**config.mk**
```make
export PLATFORM = sky130hd
export DESIGN_NAME = imem_loader_flat
export DESIGN_NICKNAME = d
export VERILOG_FILES = /design/src/rtl/imem_loader_if.sv /design/src/rtl/imem_loader.sv /design/src/flat_wrapper.sv
export SDC_FILE = /design/constraint.sdc
export NUM_CORES = 1
export LEC_CHECK = 0
export ABC_CLOCK_PERIOD_IN_PS = 2650
export CAP_MARGIN = 20
export CORE_UTILIZATION = 35
export DETAILED_ROUTE_END_ITERATION = 6
export GPL_TIMING_DRIVEN = 0
export PLACE_DENSITY = 0.56
export REMOVE_ABC_BUFFERS = 1
export SLEW_MARGIN = 20
export SYNTH_ARGS = -nofsm -noshare
export SYNTH_HDL_FRONTEND = slang
export SYNTH_SLANG_ARGS = --single-unit
```
**constraint.sdc**
```tcl
create_clock -name clock -period 2.65 [get_ports clock]
set_input_delay 0.3975 -clock clock [delete_from_list [all_inputs] [get_ports clock]]
set_output_delay 0.3975 -clock clock [all_outputs]
set_load 0.01 [all_outputs]
```
**src/rtl/imem_loader_if.sv**
```systemverilog
// Byte-stream handshake and instruction-memory write bus of the boot loader.
// The master drives the byte stream and receives memory writes; the loader is the slave.
interface imem_loader_if #(
  parameter int ADDR_W = 30
);
  logic [7:0]        in_data;
  logic              in_valid;
  logic              in_ready;
  logic [ADDR_W-1:0] mem_addr;
  logic [31:0]       mem_wdata;
  logic              mem_we;

  modport master (
    output in_data, in_valid,
    input  in_ready, mem_addr, mem_wdata, mem_we
  );

  modport slave (
    input  in_data, in_valid,
    output in_ready, mem_addr, mem_wdata, mem_we
  );
endinterface

```
**src/rtl/imem_loader.sv**
```systemverilog
// Boot-time instruction-memory loader: assembles big-endian words from a byte stream,
// writes them to consecutive word addresses and releases the CPU once the XOR checksum matches.
module imem_loader #(
  parameter int DEPTH_LOG2 = 10,
  parameter int ADDR_W     = 30
) (
  input  logic          clock,
  input  logic          reset,
  imem_loader_if.slave  bus,
  output logic          cpu_reset,
  output logic          done,
  output logic          error,
  output logic [15:0]   words_loaded
);

  typedef enum logic [2:0] {
    HDR_HI,
    HDR_LO,
    DATA,
    WRITE,
    CHECK,
    DONE,
    ERR
  } state_t;

  localparam int          IDX_W     = DEPTH_LOG2 + 1;
  localparam logic [32:0] MAX_WORDS = 33'd1 << DEPTH_LOG2;

  state_t            r_state;
  logic [7:0]        r_count_hi;
  logic [15:0]       r_count;
  logic [23:0]       r_word;
  logic [1:0]        r_byte_idx;
  logic [7:0]        r_xor;
  logic [IDX_W-1:0]  r_word_idx;
  logic [15:0]       r_words_loaded;
  logic              r_mem_we;
  logic [ADDR_W-1:0] r_mem_addr;
  logic [31:0]       r_mem_wdata;
  logic              r_done;
  logic              r_error;
  logic              r_cpu_reset;

  logic              w_ready;
  logic              w_xfer;
  logic [15:0]       w_count;
  logic [IDX_W-1:0]  w_next_idx;
  logic              w_last_word;

  assign w_ready     = (r_state == HDR_HI) || (r_state == HDR_LO) ||
                       (r_state == DATA)   || (r_state == CHECK);
  assign w_xfer      = bus.in_valid && w_ready;
  assign w_count     = {r_count_hi, bus.in_data};
  assign w_next_idx  = r_word_idx + IDX_W'(1);
  assign w_last_word = (32'(w_next_idx) == 32'(r_count));

  // NOTE: all state is updated with non-blocking assignments so every register samples pre-edge values.
  always_ff @(posedge clock) begin
    if (!reset) begin
      r_state        <= HDR_HI;
      r_count_hi     <= '0;
      r_count        <= '0;
      r_word         <= '0;
      r_byte_idx     <= '0;
      r_xor          <= '0;
      r_word_idx     <= '0;
      r_words_loaded <= '0;
      r_mem_we       <= 1'b0;
      r_mem_addr     <= '0;
      r_mem_wdata    <= '0;
      r_done         <= 1'b0;
      r_error        <= 1'b0;
      r_cpu_reset    <= 1'b1;
    end else begin
      unique case (r_state)
        HDR_HI: begin
          if (w_xfer) begin
            r_count_hi <= bus.in_data;
            r_state    <= HDR_LO;
          end
        end

        HDR_LO: begin
          if (w_xfer) begin
            r_count <= w_count;
            if (33'(w_count) > MAX_WORDS) begin
              r_state <= ERR;
              r_error <= 1'b1;
            end else if (w_count == 16'd0) begin
              r_state <= CHECK;
            end else begin
              r_state <= DATA;
            end
          end
        end

        DATA: begin
          if (w_xfer) begin
            r_word     <= {r_word[15:0], bus.in_data};
            r_xor      <= r_xor ^ bus.in_data;
            r_byte_idx <= r_byte_idx + 2'd1;
            // The write strobe is registered here so it is high exactly during WRITE.
            if (r_byte_idx == 2'd3) begin
              r_mem_we    <= 1'b1;
              r_mem_addr  <= ADDR_W'(r_word_idx);
              r_mem_wdata <= {r_word, bus.in_data};
              r_state     <= WRITE;
            end
          end
        end

        WRITE: begin
          r_mem_we       <= 1'b0;
          r_words_loaded <= r_words_loaded + 16'd1;
          r_word_idx     <= w_next_idx;
          r_state        <= w_last_word ? CHECK : DATA;
        end

        CHECK: begin
          if (w_xfer) begin
            if (bus.in_data == r_xor) begin
              r_state     <= DONE;
              r_done      <= 1'b1;
              r_cpu_reset <= 1'b0;
            end else begin
              r_state <= ERR;
              r_error <= 1'b1;
            end
          end
        end

        DONE, ERR: ;

        default: begin
          r_state <= ERR;
          r_error <= 1'b1;
        end
      endcase
    end
  end

  assign bus.in_ready  = w_ready;
  assign bus.mem_addr  = r_mem_addr;
  assign bus.mem_wdata = r_mem_wdata;
  assign bus.mem_we    = r_mem_we;
  assign cpu_reset     = r_cpu_reset;
  assign done          = r_done;
  assign error         = r_error;
  assign words_loaded  = r_words_loaded;

endmodule
```
**src/flat_wrapper.sv**
```systemverilog
// flat-port wrapper written by rule: the top's interface ports become plain ports
module imem_loader_flat 
#(
  parameter int DEPTH_LOG2 = 10,
  parameter int ADDR_W     = 30
)
  (clock, reset, cpu_reset, done, error, words_loaded, bus_in_data, bus_in_valid, bus_in_ready, bus_mem_addr, bus_mem_wdata, bus_mem_we);
  imem_loader_if #(.ADDR_W(ADDR_W)) bus_i ();
  input  logic clock;
  input  logic reset;
  output logic cpu_reset;
  output logic done;
  output logic error;
  output logic [15:0] words_loaded;
  input wire logic [$bits(bus_i.in_data)-1:0] bus_in_data;
  input wire logic [$bits(bus_i.in_valid)-1:0] bus_in_valid;
  output wire logic [$bits(bus_i.in_ready)-1:0] bus_in_ready;
  output wire logic [$bits(bus_i.mem_addr)-1:0] bus_mem_addr;
  output wire logic [$bits(bus_i.mem_wdata)-1:0] bus_mem_wdata;
  output wire logic [$bits(bus_i.mem_we)-1:0] bus_mem_we;
  assign bus_i.in_data = bus_in_data;
  assign bus_i.in_valid = bus_in_valid;
  assign bus_in_ready = bus_i.in_ready;
  assign bus_mem_addr = bus_i.mem_addr;
  assign bus_mem_wdata = bus_i.mem_wdata;
  assign bus_mem_we = bus_i.mem_we;
  imem_loader #(.DEPTH_LOG2(DEPTH_LOG2), .ADDR_W(ADDR_W)) u_core (.clock(clock), .reset(reset), .bus(bus_i), .cpu_reset(cpu_reset), .done(done), .error(error), .words_loaded(words_loaded));
endmodule
```
### Word level (Yosys, flattened, before mapping)

Index checks and enable logic that the tools add are counted.

| word-level totals | value |
|---|---|
| register bits | 135 |
| latch bits | 0 |
| RAM bits | 0 |
| ROM bits | 0 |
| input port bits | 11 |
| output and inout port bits | 83 |
| logic and storage cells | 72 |
| memories | 0 |

| operators by class | value |
|---|---|
| add/subtract/negate cells | 3 |
| multipliers | 0 |
| div/mod/pow operators | 0 |
| magnitude comparators | 1 |
| equal/unequal tests | 16 |
| shift-type cells | 0 |
| muxes and demuxes | 18 |
| bitwise logic cells | 3 |
| reductions and logical operators | 17 |

Operator list:

| operator | count |
|---|---|
| 3-bit 2-to-1 mux | 8 |
| 3-bit one-hot mux with 6 select lines | 1 |
| 16-bit by 1-bit adder with 16-bit output, second input constant | 1 |
| 11-bit by 16-bit == test with 1-bit output | 1 |
| 16-bit by 11-bit greater-than comparator with 1-bit output, second input constant | 1 |
| 16-bit zero test | 1 |
| 11-bit by 1-bit adder with 11-bit output, second input constant | 1 |
| 3-bit == test, second input constant | 3 |
| 3-bit AND reduction | 3 |
| 8-bit == test | 1 |
| 2-bit by 1-bit inequality test with 1-bit output, second input constant | 4 |
| 8-bit bitwise XOR | 1 |
| 3-bit by 2-bit == test with 1-bit output, second input constant | 2 |
| 1-bit 2-to-1 mux | 6 |
| 2-bit inequality test, second input constant | 3 |
| 2-bit AND reduction | 3 |
| 6-bit AND reduction | 1 |
| 5-bit AND reduction | 1 |
| 5-bit OR reduction | 1 |
| 3-bit by 1-bit == test with 1-bit output, second input constant | 1 |
| 3-bit zero test | 1 |
| 1-bit logical OR | 3 |
| 1-bit one-hot mux with 3 select lines | 1 |
| 2-bit by 1-bit adder with 2-bit output, second input constant | 1 |
| 7 further kinds | 8 |

### Depth between registers and ports, before layout

Gate-level depths: netlist of run 1.

| logic depth | value |
|---|---|
| depth in word-level cells | 7 |
| gate-level depth with buffers | 7 |
| gate-level depth less buffers | 6 |

### Worst setup path after synthesis of run 1

Ideal clock, no wire load.

| path | value |
|---|---|
| kind | register -> register |
| start point | register u_core.r_word_idx[0] |
| end point | register u_core.r_state[1] |
| setup time | 130 ps |
| data arrival time | 1800 ps |
| data required time | 2520 ps |
| path slack | 720 ps |
| stages on the path, launching flop included | 7 |
| path buffers | 0 |
| clock period less this slack | 1930 ps |
| cells stage by stage | dfxtp_1 > ha_1 > and3_1 > a21oi_1 > or4b_4 > a2111oi_4 > a21oi_1 |

| between the ends | value |
|---|---|
| cells in the longest elaborated chain, start to end | 4 |

RTL lines:

| element | line | source |
|---|---|---|
| start, declared | imem_loader.sv:35 | `logic [IDX_W-1:0] r_word_idx;` |
| start signal, assigned | imem_loader.sv:115 | `r_word_idx <= w_next_idx;` |
| 11-bit by 1-bit adder with 11-bit output | imem_loader.sv:54 | `assign w_next_idx = r_word_idx + IDX_W'(1);` |
| 11-bit by 16-bit == test with 1-bit output | imem_loader.sv:55 | `assign w_last_word = (32'(w_next_idx) == 32'(r_count));` |
| 3-bit 2-to-1 mux | imem_loader.sv:116 | `r_state <= w_last_word ? CHECK : DATA;` |
| 3-bit one-hot mux with 6 select lines | imem_loader.sv:75 | `unique case (r_state)` |
| end signal, assigned | imem_loader.sv:116 |  |
| end, declared | imem_loader.sv:29 | `state_t r_state;` |

Every way passes these cells.
A chain may end at the register's enable or synchronous reset.

### Final worst setup path of run 1

| path | value |
|---|---|
| start point | register u_core.r_state[2] |
| end point | output port bus_in_ready |

| between the ends | value |
|---|---|
| cells in the longest elaborated chain, start to end | 4 |
| elaborated cells on any way between the ends | 7 |
| classes of those cells | 3 x eq/ne; 4 x reduce/logical |

RTL lines:

| element | line | source |
|---|---|---|
| 3-bit by 1-bit == test with 1-bit output / 3-bit zero test (equally long branches) | imem_loader.sv:50 | `assign w_ready = (r_state == HDR_HI) \|\| (r_state == HDR_LO) \|\|` |
| 1-bit logical OR (2 in series) | imem_loader.sv:50 |  |
| 1-bit logical OR (*) | imem_loader.sv:51 | `(r_state == DATA) \|\| (r_state == CHECK);` |
| end, declared | flat_wrapper.sv:17 | `output wire logic [$bits(bus_i.in_ready)-1:0] bus_in_ready;` |

Every way passes the cells marked *; elsewhere a longest branch is shown, timed or not.

==> impl_metrics.prom, run 1 <==
# TYPE chip_impl_metric gauge
chip_impl_metric{name="synth-simple-area-share",unit="%"} 24.96
chip_impl_info{name="critPathCaptureType",value="output port"} 1
chip_impl_metric{name="synth_compound_area_share",unit="%"} 16.02
chip_impl_metric{name="post_route_cells_drive_above_1_share",unit="%"} 6.402
chip_impl_metric{name="maxSlewViolCount",unit=""} 0
chip_impl_info{name="cp-startpoint",value="u_core.r_state[2]"} 1
chip_impl_metric{name="final_antenna_net_count",unit=""} 0
chip_impl_metric{name="drtPass1Iterations",unit=""} 4
chip_impl_metric{name="globalRoute.totalOverflow",unit=""} 0
chip_impl_info{name="cts_tree",value="built"} 1
chip_impl_info{name="standard_cell_with_the_maximum_stage_delay_on_the_critical_path",value="dfxtp_1"} 1
chip_impl_metric{name="max-clock-path-buffers",unit=""} 2
chip_impl_metric{name="maxCapViolCount",unit=""} 0
chip_impl_metric{name="dieArea",unit="sq um"} 17710
chip_impl_info{name="run_status",value="completed"} 1
chip_impl_metric{name="slew_limit_headroom",unit="%"} 44.49
chip_impl_metric{name="synth-warning-count",unit=""} 0
chip_impl_metric{name="timing.final.crit_share",unit="%"} 85.34
chip_impl_metric{name="synth-async-reset-ratio",unit="%"} 0
chip_impl_metric{name="power.leakage",unit="nW"} 2.681
chip_impl_info{name="critical-path-top-cell-by-count",value="nand2_1"} 1
chip_impl_info{name="crit_chain",value="nand2_1 > nand2b_1 > nand2_1 > clkdlybuf4s50_1"} 1
chip_impl_info{name="min-delay-path-class",value="register to register"} 1
chip_impl_metric{name="final_hold_vios",unit=""} 0
chip_impl_metric{name="post_synth_fa_ha_maj_area_fraction",unit="%"} 0.6241
chip_impl_metric{name="critical_path_required",unit="ns"} 2.25
chip_impl_metric{name="final.min_clock_period",unit="ns"} 2.261
chip_impl_metric{name="gr-usage-all-layers",unit="%"} 15.74
chip_impl_metric{name="drt-vias-per-instance",unit=""} 4.764
chip_impl_metric{name="die_h",unit="um"} 133.1
chip_impl_metric{name="finalSetupViolations",unit=""} 0
chip_impl_metric{name="detailroute.via_count",unit=""} 4769
chip_impl_metric{name="syn_area",unit="sq um"} 6015
chip_impl_metric{name="clkSinkCount",unit=""} 135
chip_impl_metric{name="postSynthCellCount",unit=""} 710
chip_impl_metric{name="maximum_number_of_pins_on_one_net_before_global_route_repair",unit=""} 70
chip_impl_metric{name="holdWs",unit="ns"} 0.4495
chip_impl_metric{name="cellPowerDensity",unit="nW/um^2"} 630.8
chip_impl_metric{name="antenna_violations_before_repair",unit=""} 0
chip_impl_metric{name="footprint_of_the_multi_input_gates",unit="sq um"} 3047
chip_impl_metric{name="syn_to_final_growth",unit="%"} 24.84
chip_impl_info{name="critical_path_class",value="register to output port"} 1
chip_impl_metric{name="core_area",unit="sq um"} 16700
chip_impl_metric{name="synth_seq_area_share",unit="%"} 44.93
chip_impl_metric{name="ctsHtreeMaxLevel",unit=""} 4
chip_impl_metric{name="finalNonFillerCells",unit=""} 1001
chip_impl_info{name="critical_path.startpoint_type",value="register"} 1
chip_impl_metric{name="layout.filler_cells",unit=""} 1645
chip_impl_metric{name="dieWidth",unit="um"} 133.1
chip_impl_metric{name="first_global_vias",unit=""} 4570
chip_impl_metric{name="worstPathBufferInverterCount",unit=""} 1
chip_impl_metric{name="clkTransAtPathRegs",unit="ns"} 0.06
chip_impl_info{name="grt_setup_unrepaired",value="no"} 1
chip_impl_info{name="clockRootBuffer",value="clkbuf_16"} 1
chip_impl_info{name="reg2reg_from",value="u_core.r_word_idx[0]"} 1
chip_impl_metric{name="wire_per_inst",unit="um"} 13.12
chip_impl_metric{name="drt-total-wl",unit="mm"} 13.14
chip_impl_metric{name="grt_pass1_wl",unit="mm"} 22.46
chip_impl_metric{name="post-layout-total-power",unit="mW"} 4.737
chip_impl_metric{name="max_stage_delay",unit="ns"} 0.65
chip_impl_metric{name="place_congestion",unit=""} 0.7880
chip_impl_metric{name="xor_xnor_fraction_of_synth_area",unit="%"} 7.593
chip_impl_metric{name="clk-insertion-delay-late",unit="ns"} 0.41
chip_impl_metric{name="floorplan.initialDensity",unit="%"} 36.01
chip_impl_metric{name="row_cnt",unit=""} 47
chip_impl_metric{name="timing.critical_path.fanout_max",unit=""} 15
chip_impl_metric{name="remaining_drc_errors",unit=""} 0
chip_impl_metric{name="synth.lib_cells_used.distinct",unit=""} 49
chip_impl_metric{name="buffer_ports.inserted",unit=""} 74
chip_impl_metric{name="post_dp_cell_area",unit="sq um"} 6858
chip_impl_metric{name="syn-mean-instance-area",unit="sq um"} 8.471
chip_impl_metric{name="io_pins",unit=""} 94
chip_impl_metric{name="worst-slew-pin-transition",unit="ns"} 0.8326
chip_impl_metric{name="dr.first_iter.drc_count",unit=""} 207
chip_impl_info{name="synthFlopType",value="dfxtp_1"} 1
chip_impl_metric{name="dp.final_hpwl",unit="mm"} 8.850
chip_impl_metric{name="ir_drop",unit="mV"} 0.4214
chip_impl_metric{name="timing.fmax",unit="GHz"} 0.4422
chip_impl_metric{name="ys_ff_latch",unit=""} 135
chip_impl_info{name="hold_start",value="u_core.bus.mem_addr[2]"} 1
chip_impl_metric{name="design.final.nets",unit=""} 783
chip_impl_metric{name="number_of_buffers_created_by_cts",unit=""} 17
chip_impl_metric{name="numPlacedInstances",unit=""} 964
chip_impl_metric{name="finalClockSkew",unit="ns"} 0.006658
chip_impl_info{name="synth_top_family_by_area",value="simple AND/OR/NAND/NOR gates"} 1
chip_impl_metric{name="num_antenna_cells",unit=""} 0
chip_impl_metric{name="synth.area.mux_share",unit="%"} 0
chip_impl_metric{name="register_area",unit="sq um"} 2703
chip_impl_metric{name="final_cell_area",unit="sq um"} 7508
chip_impl_metric{name="synth-edff-count",unit=""} 0
chip_impl_metric{name="crit_arrival",unit="ns"} 1.86
chip_impl_info{name="critical_path.top_delay_family",value="flip-flops"} 1
chip_impl_metric{name="post_cts_hold_buffer_count",unit=""} 0
cell families (layout without fill, tap and decap cells):
group           after synthesis  count (layout)
other cells                   1              19
fa+ha+maj                     3               3
xor+xnor                     50              50
compound gates              130             130
buf+inv                      68             121
flops                       135             135
simple gates                323             323
where the power goes:
group / switching (mW) / internal, mW
Combinational: 0.145 / 0.103
Clock: 0.845 / 1.55
Sequential: 0.0362 / 2.06
cell type report:
cell class	count	share of cell area, %
inverter	6	0.3000
multi-input combinational	525	40.58
tap	220	3.666
clock inverter	8	1.616
clock buffer	23	6.366
timing repair buffer	84	11.48
sequential	135	35.99
worst paths after layout:
kind                            end  slack (ns)  depth (start not counted)
max                    bus_in_ready        0.39                          4
min          u_core.bus.mem_addr[2]        0.45                          2
max reg2reg       u_core.r_state[2]        0.47                          6
min reg2reg  u_core.bus.mem_addr[2]        0.45                          2
worst min-delay path, delay by kind of cell (launching register included):
family | cells | cell delay [ns]
simple gates | 1 | 0.05
compound gates | 1 | 0.05
flops | 1 | 0.30
routing by layer:
layer  track usage, %  up-vias  wire length [um]
li1                 -     2436                 -
met5                0        -                 0
met4            6.629        0               275
met3            3.957       25               598
met1            19.99     2215              6172
met2            25.42       93              6092
cell usage after synthesis, types with 4 or more instances:
cell type / n / area (sq um)
nor3_1: 6 / 30.03
xor2_1: 23 / 201.4
a21boi_0: 91 / 683.2
clkbuf_1: 28 / 105.1
nand4_1: 8 / 50.05
buf_4: 21 / 157.7
nand2_1: 205 / 769.5
a21oi_1: 8 / 40.04
dfxtp_1: 135 / 2703
xnor2_1: 26 / 227.7
nand3_1: 15 / 75.07
nor2b_1: 4 / 25.02
nor4_1: 9 / 56.30
and3_1: 9 / 56.30
a21boi_1: 6 / 45.04
o21ai_0: 9 / 45.04
and2_1: 34 / 212.7
nor2_1: 11 / 41.29
inv_1: 6 / 22.52
buf_2: 12 / 60.06
repair_timing:
item	CTS	global route
gates resized for setup	1	0
gates cloned	0	0
pin swaps	1	0
endpoints found under the setup margin	24	5
setup buffers	2	4
cell usage in the layout (no fill, tap or decap), drive strengths merged, types with 2 or more instances in the layout:
master         instances
bufinv                 3
a2111oi                2
o31a                   2
nand2                205
and3                   9
nor2b                  4
conb                  19
nand2b                 3
and2                  34
nand3                 15
xor2                  23
nor3b                  3
nor4                  10
clkdlybuf4s50         73
a31oi                  3
xnor2                 27
dfxtp                135
ha                     3
or4                    3
nand3b                 3
or3                    3
clkinv                 4
o21ai                  9
a21oi                  8
buf                   11
nor3                   6
clkbuf                23
nor2                  11
a21boi                97
inv                    6
nand4                  8
registers in the layout (all words and copies together), names as in the netlist:
register / flops
u_core.bus.mem_wdata: 32
u_core.r_word: 24
u_core.r_count: 16
u_core.words_loaded: 16
u_core.bus.mem_addr: 11
u_core.r_word_idx: 11
u_core.r_count_hi: 8
u_core.r_xor: 8
u_core.r_state: 3
u_core.r_byte_idx: 2
u_core.bus.mem_we: 1
u_core.cpu_reset: 1
u_core.done: 1
u_core.error: 1
stage by stage:
step,TNS (ns),setup WS (ns),utilization (%)
2_1_floorplan,-1.201,-0.02872,-
3_3_place_gp,-183.70,-1.682,40.55
3_5_place_dp,-10.55,-0.3852,41.06
4_1_cts,0,0.07918,44.78
5_1_grt,0,0.2787,44.96
6_report,0,0.3886,44.96
No activity file was read; power rests on OpenSTA's default activity.
==> run 2, diff against run 1 <==
--- a/config.mk
+++ b/config.mk
@@ -12,7 +12,7 @@
 export GPL_TIMING_DRIVEN = 0
 export PLACE_DENSITY = 0.56
 export REMOVE_ABC_BUFFERS = 1
-export SLEW_MARGIN = 20
+export SLEW_MARGIN = 15
 export SYNTH_ARGS = -nofsm -noshare
 export SYNTH_HDL_FRONTEND = slang
 export SYNTH_SLANG_ARGS = --single-unit
==> results of run 2 <==
Same layout as run 1: the final DEF is identical, and so are final timing and power.
